File: src/rtl/counter_pkg.sv
// Shared types and helpers for the mm:ss countdown controller.
//  - state_t : controller FSM states
//  - bcd_t   : one two-digit BCD field {tens, units}
//  - FLICK_* : blink codes presented to the seven-segment driver
//  - bcd_inc / bcd_dec : modulo-60 BCD step helpers
package counter_pkg;

    typedef enum logic [2:0] {
        ST_IDLE    = 3'd0,
        ST_SET_MIN = 3'd1,
        ST_SET_SEC = 3'd2,
        ST_RUN     = 3'd3,
        ST_PAUSE   = 3'd4,
        ST_EXPIRED = 3'd5
    } state_t;

    typedef struct packed {
        logic [3:0] tens;
        logic [3:0] units;
    } bcd_t;

    localparam logic [1:0] FLICK_NONE = 2'b00;
    localparam logic [1:0] FLICK_SEC  = 2'b01;
    localparam logic [1:0] FLICK_MIN  = 2'b10;

    localparam logic [3:0] TENS_MAX  = 4'd5;
    localparam logic [3:0] UNITS_MAX = 4'd9;

    // 59 wraps to 00.
    function automatic bcd_t bcd_inc(input bcd_t v);
        bcd_t r;
        r = v;
        if (v.units == UNITS_MAX) begin
            r.units = 4'd0;
            r.tens  = (v.tens == TENS_MAX) ? 4'd0 : v.tens + 4'd1;
        end else begin
            r.units = v.units + 4'd1;
        end
        return r;
    endfunction

    // 00 wraps to 59; the caller borrows from the next field when the input is 00.
    function automatic bcd_t bcd_dec(input bcd_t v);
        bcd_t r;
        r = v;
        if (v.units != 4'd0) begin
            r.units = v.units - 4'd1;
        end else begin
            r.units = UNITS_MAX;
            r.tens  = (v.tens == 4'd0) ? TENS_MAX : v.tens - 4'd1;
        end
        return r;
    endfunction

    function automatic logic [1:0] flick_code(input state_t s);
        case (s)
            ST_SET_MIN: flick_code = FLICK_MIN;
            ST_SET_SEC: flick_code = FLICK_SEC;
            default:    flick_code = FLICK_NONE;
        endcase
    endfunction

endpackage

File: src/rtl/button_debounce.sv
// Raw push-button conditioner: two-flop synchroniser, stability counter and
// rising-edge pulse generator.
//  clk, rst_n : clock, asynchronous active-low reset
//  btn        : raw (asynchronous, bouncy) button level
//  pulse      : one-cycle pulse when a new pressed level has been accepted
// After reset the first stable level is adopted silently as the baseline, so a
// button held through reset never produces a pulse until released and pressed.
module button_debounce #(
    parameter int unsigned DEBOUNCE_CYCLES = 1_000_000
) (
    input  logic clk,
    input  logic rst_n,
    input  logic btn,
    output logic pulse
);

    localparam int unsigned CNT_W = $clog2(DEBOUNCE_CYCLES + 1);
    localparam logic [CNT_W-1:0] CNT_LAST = CNT_W'(DEBOUNCE_CYCLES - 1);

    logic             sync1_q;
    logic             sync2_q;
    logic             level_q;
    logic             primed_q;
    logic [CNT_W-1:0] cnt_q;

    // Synchronise, then require DEBOUNCE_CYCLES identical samples before accepting.
    always_ff @(posedge clk or negedge rst_n) begin
        if (!rst_n) begin
            sync1_q  <= 1'b0;
            sync2_q  <= 1'b0;
            level_q  <= 1'b0;
            primed_q <= 1'b0;
            cnt_q    <= '0;
            pulse    <= 1'b0;
        end else begin
            sync1_q <= btn;
            sync2_q <= sync1_q;
            pulse   <= 1'b0;
            if (!primed_q) begin
                // Baseline acquisition: track the level, no pulses.
                level_q <= sync2_q;
                if (sync2_q != level_q) begin
                    cnt_q <= '0;
                end else if (cnt_q == CNT_LAST) begin
                    primed_q <= 1'b1;
                    cnt_q    <= '0;
                end else begin
                    cnt_q <= cnt_q + CNT_W'(1);
                end
            end else if (sync2_q == level_q) begin
                cnt_q <= '0;
            end else if (cnt_q == CNT_LAST) begin
                level_q <= sync2_q;
                cnt_q   <= '0;
                pulse   <= sync2_q;
            end else begin
                cnt_q <= cnt_q + CNT_W'(1);
            end
        end
    end

endmodule

File: src/rtl/countdown_controller.sv
// mm:ss countdown controller feeding the seven-segment display block.
//  clk, rst_n   : clock, asynchronous active-low reset
//  btn_mode_i   : raw button, IDLE -> SET_MIN -> SET_SEC -> IDLE (PAUSE -> IDLE)
//  btn_inc_i    : raw button, increments the field being set
//  btn_start_i  : raw button, start / pause / resume
//  min_o, sec_o : BCD minutes / seconds {tens, units}
//  flick_o      : blink select (10 minutes, 01 seconds, 00 none)
//  time_out_o   : high while the countdown has expired
module countdown_controller
    import counter_pkg::*;
#(
    parameter int unsigned TICK_CYCLES     = 100_000_000,
    parameter int unsigned DEBOUNCE_CYCLES = 1_000_000
) (
    input  logic       clk,
    input  logic       rst_n,
    input  logic       btn_mode_i,
    input  logic       btn_inc_i,
    input  logic       btn_start_i,
    output logic [7:0] min_o,
    output logic [7:0] sec_o,
    output logic [1:0] flick_o,
    output logic       time_out_o
);

    localparam int unsigned TICK_W = $clog2(TICK_CYCLES + 1);
    localparam logic [TICK_W-1:0] TICK_LAST = TICK_W'(TICK_CYCLES - 1);

    logic mode_pulse;
    logic inc_pulse;
    logic start_pulse;

    state_t            state_q, state_d;
    bcd_t              min_q, min_d;
    bcd_t              sec_q, sec_d;
    logic [TICK_W-1:0] tick_cnt_q, tick_cnt_d;
    logic [1:0]        flick_q, flick_d;
    logic              time_out_q, time_out_d;

    logic mode_ev_c;
    logic start_ev_c;
    logic inc_ev_c;
    logic tick_c;
    logic is_zero_c;
    bcd_t sec_dec_c;
    bcd_t min_dec_c;
    logic dec_zero_c;

    button_debounce #(.DEBOUNCE_CYCLES(DEBOUNCE_CYCLES)) u_db_mode (
        .clk   (clk),
        .rst_n (rst_n),
        .btn   (btn_mode_i),
        .pulse (mode_pulse)
    );

    button_debounce #(.DEBOUNCE_CYCLES(DEBOUNCE_CYCLES)) u_db_inc (
        .clk   (clk),
        .rst_n (rst_n),
        .btn   (btn_inc_i),
        .pulse (inc_pulse)
    );

    button_debounce #(.DEBOUNCE_CYCLES(DEBOUNCE_CYCLES)) u_db_start (
        .clk   (clk),
        .rst_n (rst_n),
        .btn   (btn_start_i),
        .pulse (start_pulse)
    );

    // Coincident pulses: mode beats start beats inc, losers are dropped.
    assign mode_ev_c  = mode_pulse;
    assign start_ev_c = start_pulse & ~mode_pulse;
    assign inc_ev_c   = inc_pulse & ~mode_pulse & ~start_pulse;

    assign tick_c    = (state_q == ST_RUN) && (tick_cnt_q == TICK_LAST);
    assign is_zero_c = (min_q == '0) && (sec_q == '0);

    // One-second decrement with borrow from minutes when seconds are 00.
    assign sec_dec_c  = bcd_dec(sec_q);
    assign min_dec_c  = (sec_q == '0) ? bcd_dec(min_q) : min_q;
    assign dec_zero_c = (sec_dec_c == '0) && (min_dec_c == '0);

    // State and output registers.
    always_ff @(posedge clk or negedge rst_n) begin
        if (!rst_n) begin
            state_q    <= ST_IDLE;
            min_q      <= '0;
            sec_q      <= '0;
            tick_cnt_q <= '0;
            flick_q    <= FLICK_NONE;
            time_out_q <= 1'b0;
        end else begin
            state_q    <= state_d;
            min_q      <= min_d;
            sec_q      <= sec_d;
            tick_cnt_q <= tick_cnt_d;
            flick_q    <= flick_d;
            time_out_q <= time_out_d;
        end
    end

    // Next-state, value and output logic.
    always_comb begin
        state_d    = state_q;
        min_d      = min_q;
        sec_d      = sec_q;
        tick_cnt_d = tick_cnt_q;

        case (state_q)
            ST_IDLE: begin
                if (mode_ev_c) begin
                    state_d = ST_SET_MIN;
                end else if (start_ev_c && !is_zero_c) begin
                    state_d    = ST_RUN;
                    tick_cnt_d = '0;
                end
            end
            ST_SET_MIN: begin
                if (mode_ev_c) begin
                    state_d = ST_SET_SEC;
                end else if (inc_ev_c) begin
                    min_d = bcd_inc(min_q);
                end
            end
            ST_SET_SEC: begin
                if (mode_ev_c) begin
                    state_d = ST_IDLE;
                end else if (inc_ev_c) begin
                    sec_d = bcd_inc(sec_q);
                end
            end
            ST_RUN: begin
                tick_cnt_d = tick_c ? '0 : tick_cnt_q + TICK_W'(1);
                if (tick_c) begin
                    sec_d = sec_dec_c;
                    min_d = min_dec_c;
                end
                if (start_ev_c) begin
                    state_d = ST_PAUSE;
                end
                // Reaching 00:00 overrides a coincident pause.
                if (tick_c && dec_zero_c) begin
                    state_d = ST_EXPIRED;
                end
            end
            ST_PAUSE: begin
                if (mode_ev_c) begin
                    state_d = ST_IDLE;
                end else if (start_ev_c) begin
                    state_d    = ST_RUN;
                    tick_cnt_d = '0;
                end
            end
            ST_EXPIRED: begin
                if (mode_ev_c || start_ev_c || inc_ev_c) begin
                    state_d = ST_IDLE;
                end
            end
            default: begin
                state_d = ST_IDLE;
            end
        endcase

        flick_d = flick_code(state_d);
        // Rises one cycle after the value lands on 00:00, drops with the exit pulse.
        time_out_d = (state_q == ST_EXPIRED) && (state_d == ST_EXPIRED);
    end

    assign min_o      = min_q;
    assign sec_o      = sec_q;
    assign flick_o    = flick_q;
    assign time_out_o = time_out_q;

endmodule
File: config.mk
export PLATFORM = sky130hd
export DESIGN_NAME = countdown_controller
export DESIGN_NICKNAME = d
export VERILOG_FILES = /design/src/rtl/counter_pkg.sv /design/src/rtl/button_debounce.sv /design/src/rtl/countdown_controller.sv
export SDC_FILE = /design/constraint.sdc
export NUM_CORES = 1
export LEC_CHECK = 0
export BUFFER_PORTS_ARGS = -buffer_cell sky130_fd_sc_hd__clkbuf_2
export CAP_MARGIN = 20
export CORE_UTILIZATION = 30
export CTS_BUF_LIST = sky130_fd_sc_hd__clkbuf_2
export DETAILED_ROUTE_END_ITERATION = 10
export GPL_TIMING_DRIVEN = 0
export HOLD_SLACK_MARGIN = 0.05
export SLEW_MARGIN = 15
export SYNTH_ARGS = -nofsm -noshare
export SYNTH_HDL_FRONTEND = slang
export SYNTH_SLANG_ARGS = --single-unit
File: constraint.sdc
create_clock -name clk -period 3.3 [get_ports clk]
set_input_delay 0.495 -clock clk [delete_from_list [all_inputs] [get_ports clk]]
set_output_delay 0.495 -clock clk [all_outputs]
set_load 0.005 [all_outputs]
# Word-level counts from Yosys, hierarchy flattened
# Cells that the tools add are included.
# word_totals
out_inout_bits	19
input_bits	5
register_bits	124
wordCells	188
# classes
bitwise_logic	5
mux	77
n_reduce_logical	29
n_addsub	12
eq_ne	39
# op_table
cell	n
2-to-1 mux 20 bit	12
2-to-1 mux 27 bit	5
one-hot mux 27 bit (3 select lines)	1
adder 20 x 1 -> 20 bit, second input constant	3
== test 20 bit, second input constant	3
2-to-1 mux 8 bit	7
2-to-1 mux 4 bit	12
!= test 2 bit, second input constant	17
zero test 8 bit	4
one-hot mux 8 bit (2 select lines)	2
adder 27 x 1 -> 27 bit, second input constant	1
== test 27 bit, second input constant	1
2-to-1 mux 1 bit	27
2-to-1 mux 3 bit	9
one-hot mux 3 bit (6 select lines)	1
adder 4 x 1 -> 4 bit, second input constant	4
subtractor 4 x 1 -> 4 bit, second input constant	4
AND reduction 5 bit	3
== test 3 x 2 -> 1 bit, second input constant	3
== test 3 bit, second input constant	3
== test 4 x 3 -> 1 bit, second input constant	2
== test 4 bit, second input constant	2
zero test 4 bit	2
AND reduction 4 bit	2
14 further kinds	32

# Depth between registers and ports, before layout
# depth
ltp_word	11
mapped_depth	10
mapped_depth_nobuf	7

# Hierarchy
# Synthesis repeated with hierarchy kept, for this count alone.
# unflattened
cells_unflattened	769
hier_area_um2	7024.2
# modules_own_cells
module	area_per_inst_um2	seq_area_each_um2	instances	cells_each
button_debounce	1226.2	625.6	3	121
countdown_controller	3345.7	1226.2	1	406

# Worst setup path before layout
# Ideal clock, no wire load.
# synth_timing
path_type	flip-flop to flip-flop
startpoint	register sec_q, in the netlist sec_o[0]
endpoint	register min_q, in the netlist min_o[5]
t_required_ns	3.175
t_arrival_ns	2.329
path_slack_ns	0.846
path_buffers	2
synth_period_minus_slack_ns	2.454
path_stages_with_launch	9
setup_ns	0.125
cell_sequence	dfrtp_1 buf_2 or4_1 buf_2 or3_4 nor4_4 a21oi_1 nor2_1 mux2_2
# synth_between
elab_chain_cells	4
# synth_lines
item	line	rtl
from (decl)	countdown_controller.sv:35	bcd_t sec_q, sec_d;
from (signal assigned)	countdown_controller.sv:88	sec_q <= '0;
from (signal assigned)	countdown_controller.sv:95	sec_q <= sec_d;
zero test 8 bit	countdown_controller.sv:80	assign min_dec_c = (sec_q == '0) ? bcd_dec(min_q) : min_q;
2-to-1 mux 8 bit	countdown_controller.sv:80	
2-to-1 mux 8 bit	countdown_controller.sv:134	if (tick_c) begin
one-hot mux 8 bit (2 select lines)	countdown_controller.sv:109	case (state_q)
to (signal assigned)	countdown_controller.sv:94	min_q <= min_d;
to (decl)	countdown_controller.sv:34	bcd_t min_q, min_d;
# No other way between the ends. The select of a mux whose other input is x is not followed.
# A chain may end at the register's enable or synchronous reset.

# Worst setup path after layout
# layout_timing
startpoint	register sec_q, in the netlist sec_o[3]
endpoint	register tick_cnt_q[21]
# layout_between
elab_chain_cells	6
# layout_lines
item	line	rtl
zero test 8 bit	countdown_controller.sv:76	assign is_zero_c = (min_q == '0) && (sec_q == '0);
logical AND 1 bit	countdown_controller.sv:76	
zero test 1 bit	countdown_controller.sv:113	end else if (start_ev_c && !is_zero_c) begin
logical AND 1 bit	countdown_controller.sv:113	
!= test 2 bit (no line)	-	
AND reduction 5 bit (no line)	-	
to (signal assigned)	countdown_controller.sv:96	tick_cnt_q <= tick_cnt_d;
to (decl)	countdown_controller.sv:36	logic [TICK_W-1:0] tick_cnt_q, tick_cnt_d;
# No other way between the ends.

==> results.ini <==
[status]
status=completed

[cells_and_area]
drive_gt1_share_pct=11.2
antennaDiodeCount=0
fin_nets=771
stdcell_area_mm2=0.00730
area_growth_pct=10.5

[timing]
rsz0062_at_grt=no
min_period_ns=2.81
worstMarginPinSlew_ns=0.625
max_freq_mhz=356
finClkSkew_ns=0.0358
slew_headroom_pct=58.4
fin_crit_sh_pct=85.2
hold_slack_ns=0.244
hold_viol=0
slew_violations=0
finalSetupViolations=0

[routing]
first_pass_iters=5
drtIter0Drc=359
vias_per_cell=5.00
routed_wl_um=14000
drc=0
num_vias=5221
wl_per_cell_um=13.4
ant_nets=0

[clock_tree]
clkSinkCount=124
clk_pin_slew_worst_paths_ns=0.20
hold_buffers=4
root_buffer=clkbuf_2
tritoncts=built
cts_resized=0
ctsLongestPathBuffers=2
post_cts.repair.setup_buffers=0
insertion_delay_ns=0.71
cts.htree.levels=4
numCtsBuffers=17

[synth]
yosysUniqueCellTypes=64
syn_inst=715
synth_edf_count=0
yosysWarnings=0
synth_area_leaders=dfrtp_1 (47%), nor2_1 (5.9%), xor2_1 (4.9%)
synth_top_area_share_pct=47.0
syn-cell-area_mm2=0.00661
synth_seq_cells=124
synth.avg_cell_area_um2=9.24
synth_ff_type=dfrtp_1
synthArstFlopShare_pct=100
synth_seq_area_share_pct=47.0
yosysTopAreaCell=dfrtp_1
syn_nets=724

[power_and_ir_drop]
leakagePower_nw=3.11
power_density_mw_per_mm2=340
ir_drop_mv=0.200
total_power_w=0.00248

[hold_path]
min-delay-path-class=in -> async

[critical_path]
cp-end-kind=flip-flop
worst-setup-path-type=reg -> reg
crit_required_ns=3.88
critPathArrivalTime_ns=3.39
start_kind=flip-flop
critPathMaxFanout=10
reg2reg_depth=9

[placed_design]
portBuffers=23
placed_area_mm2=0.00710
hpwlAfterDp_um=9470
gp_congestion=0.829

[die]
die_w_um=150
core_mm2=0.0213
start_util_pct=31.0
die_h_um=150
ios=24
num_rows=53
dieArea_mm2=0.0226

[global_routing]
grt_max_degree=82
first_global_vias=4872
track_usage_pct=13.4
antenna_found_initial=0
grt_pass1_wl_um=24100
grt_overflow=0

[run]
drv_cap=0

[through the flow]
stage / utilization [%] / setup TNS (ns) / worst slack [ns] / cells
final: 34.3 / 0 / 0.489 / 1045
after global placement: 33.2 / -32.83 / -0.277 / 1013
after global routing: 34.3 / 0 / 0.335 / 1045
after floorplan: - / 0 / 0.846 / 715
after detailed placement: 33.4 / 0 / 0.562 / 1014
after CTS: 34.3 / 0 / 0.517 / 1045
[logic make-up after synthesis]
group	synth area share, %
simple gates	27.3
flops	47.0
compound gates	10.4
xor+xnor	9.01
buf+inv	4.01
mux	1.61
fa+ha+maj	0.757
[cells in the final DEF (no fill, tap or decap), types with 16 or more instances in the layout]
master / n
dfrtp_1: 124
nor2_1: 104
nand2_1: 51
nand3_1: 49
o21ai_0: 45
clkbuf_2: 44
xor2_1: 37
xnor2_1: 31
a21oi_1: 27
nor3_1: 24
inv_1: 18
clkbuf_1: 18
and3_1: 16
[where the power goes]
group	internal, W	total [W]	switching [W]
clock network	0.000254	0.000802	0.000549
registers	0.00154	0.00157	0.0000230
logic	0.0000375	0.000111	0.0000734
[critical path, stage by stage (launching register included)]
cell      delay, ns
dfrtp_1        0.41
clkbuf_1       0.22
or4_1          0.51
buf_2          0.18
nor4_4         0.33
a31oi_1        0.22
nor2_2         0.30
buf_2          0.31
o21ai_0        0.12
o41ai_1        0.08
[layout make-up]
type | count | area [µm²]
buffer | 35 | 198
clock buffer | 21 | 105
clock inverter | 6 | 51.3
fill | 2215 | 14000
inverter | 18 | 67.6
multi-input combinational | 538 | 3240
sequential | 124 | 3100
tap | 275 | 344
timing repair buffer | 28 | 191
[synthesized netlist by cell type, types with 6 or more instances]
cell,instances
xor2_1,37
nor3b_1,7
nand2b_1,12
or3_1,10
and3_1,16
nor2_1,104
buf_2,7
dfrtp_1,124
nor4_1,11
a31oi_1,7
xnor2_1,31
o31ai_1,8
nand2_1,51
a21oi_1,27
nand4_1,12
nor3_1,24
clkbuf_1,18
nor4b_1,6
nand3_1,49
o21ai_0,45
inv_1,18
[metal layers]
layer	vias to the layer above	track usage, %	share of wire [%]
li1	2609	-	-
met1	2512	18.4	50
met2	86	20.2	44
met3	14	3.82	3.9
met4	0	3.84	1.4
met5	-	0	0
[state kept, by name, indices dropped and copies added, names as in the netlist, 2 cells and up]
name and cells:
tick_cnt_q 27, u_db_start.cnt_q 20, u_db_inc.cnt_q 20, u_db_mode.cnt_q 20
sec_o 8, state_q 3, flick_o 2, min_o 8
[path summary, 6_finish.rpt]
check                                 endpoint  slack, ns               from
min reg2reg                  u_db_mode.sync2_q       0.41  u_db_mode.sync1_q
max reg2reg                     tick_cnt_q[21]       0.49           sec_o[3]
max in group asynchronous  u_db_start.cnt_q[6]       2.30              rst_n
min                              tick_cnt_q[6]       0.24              rst_n
min in group clk             u_db_mode.sync2_q       0.41  u_db_mode.sync1_q
max                             tick_cnt_q[21]       0.49           sec_o[3]
Power figures use the tool's default switching activity.
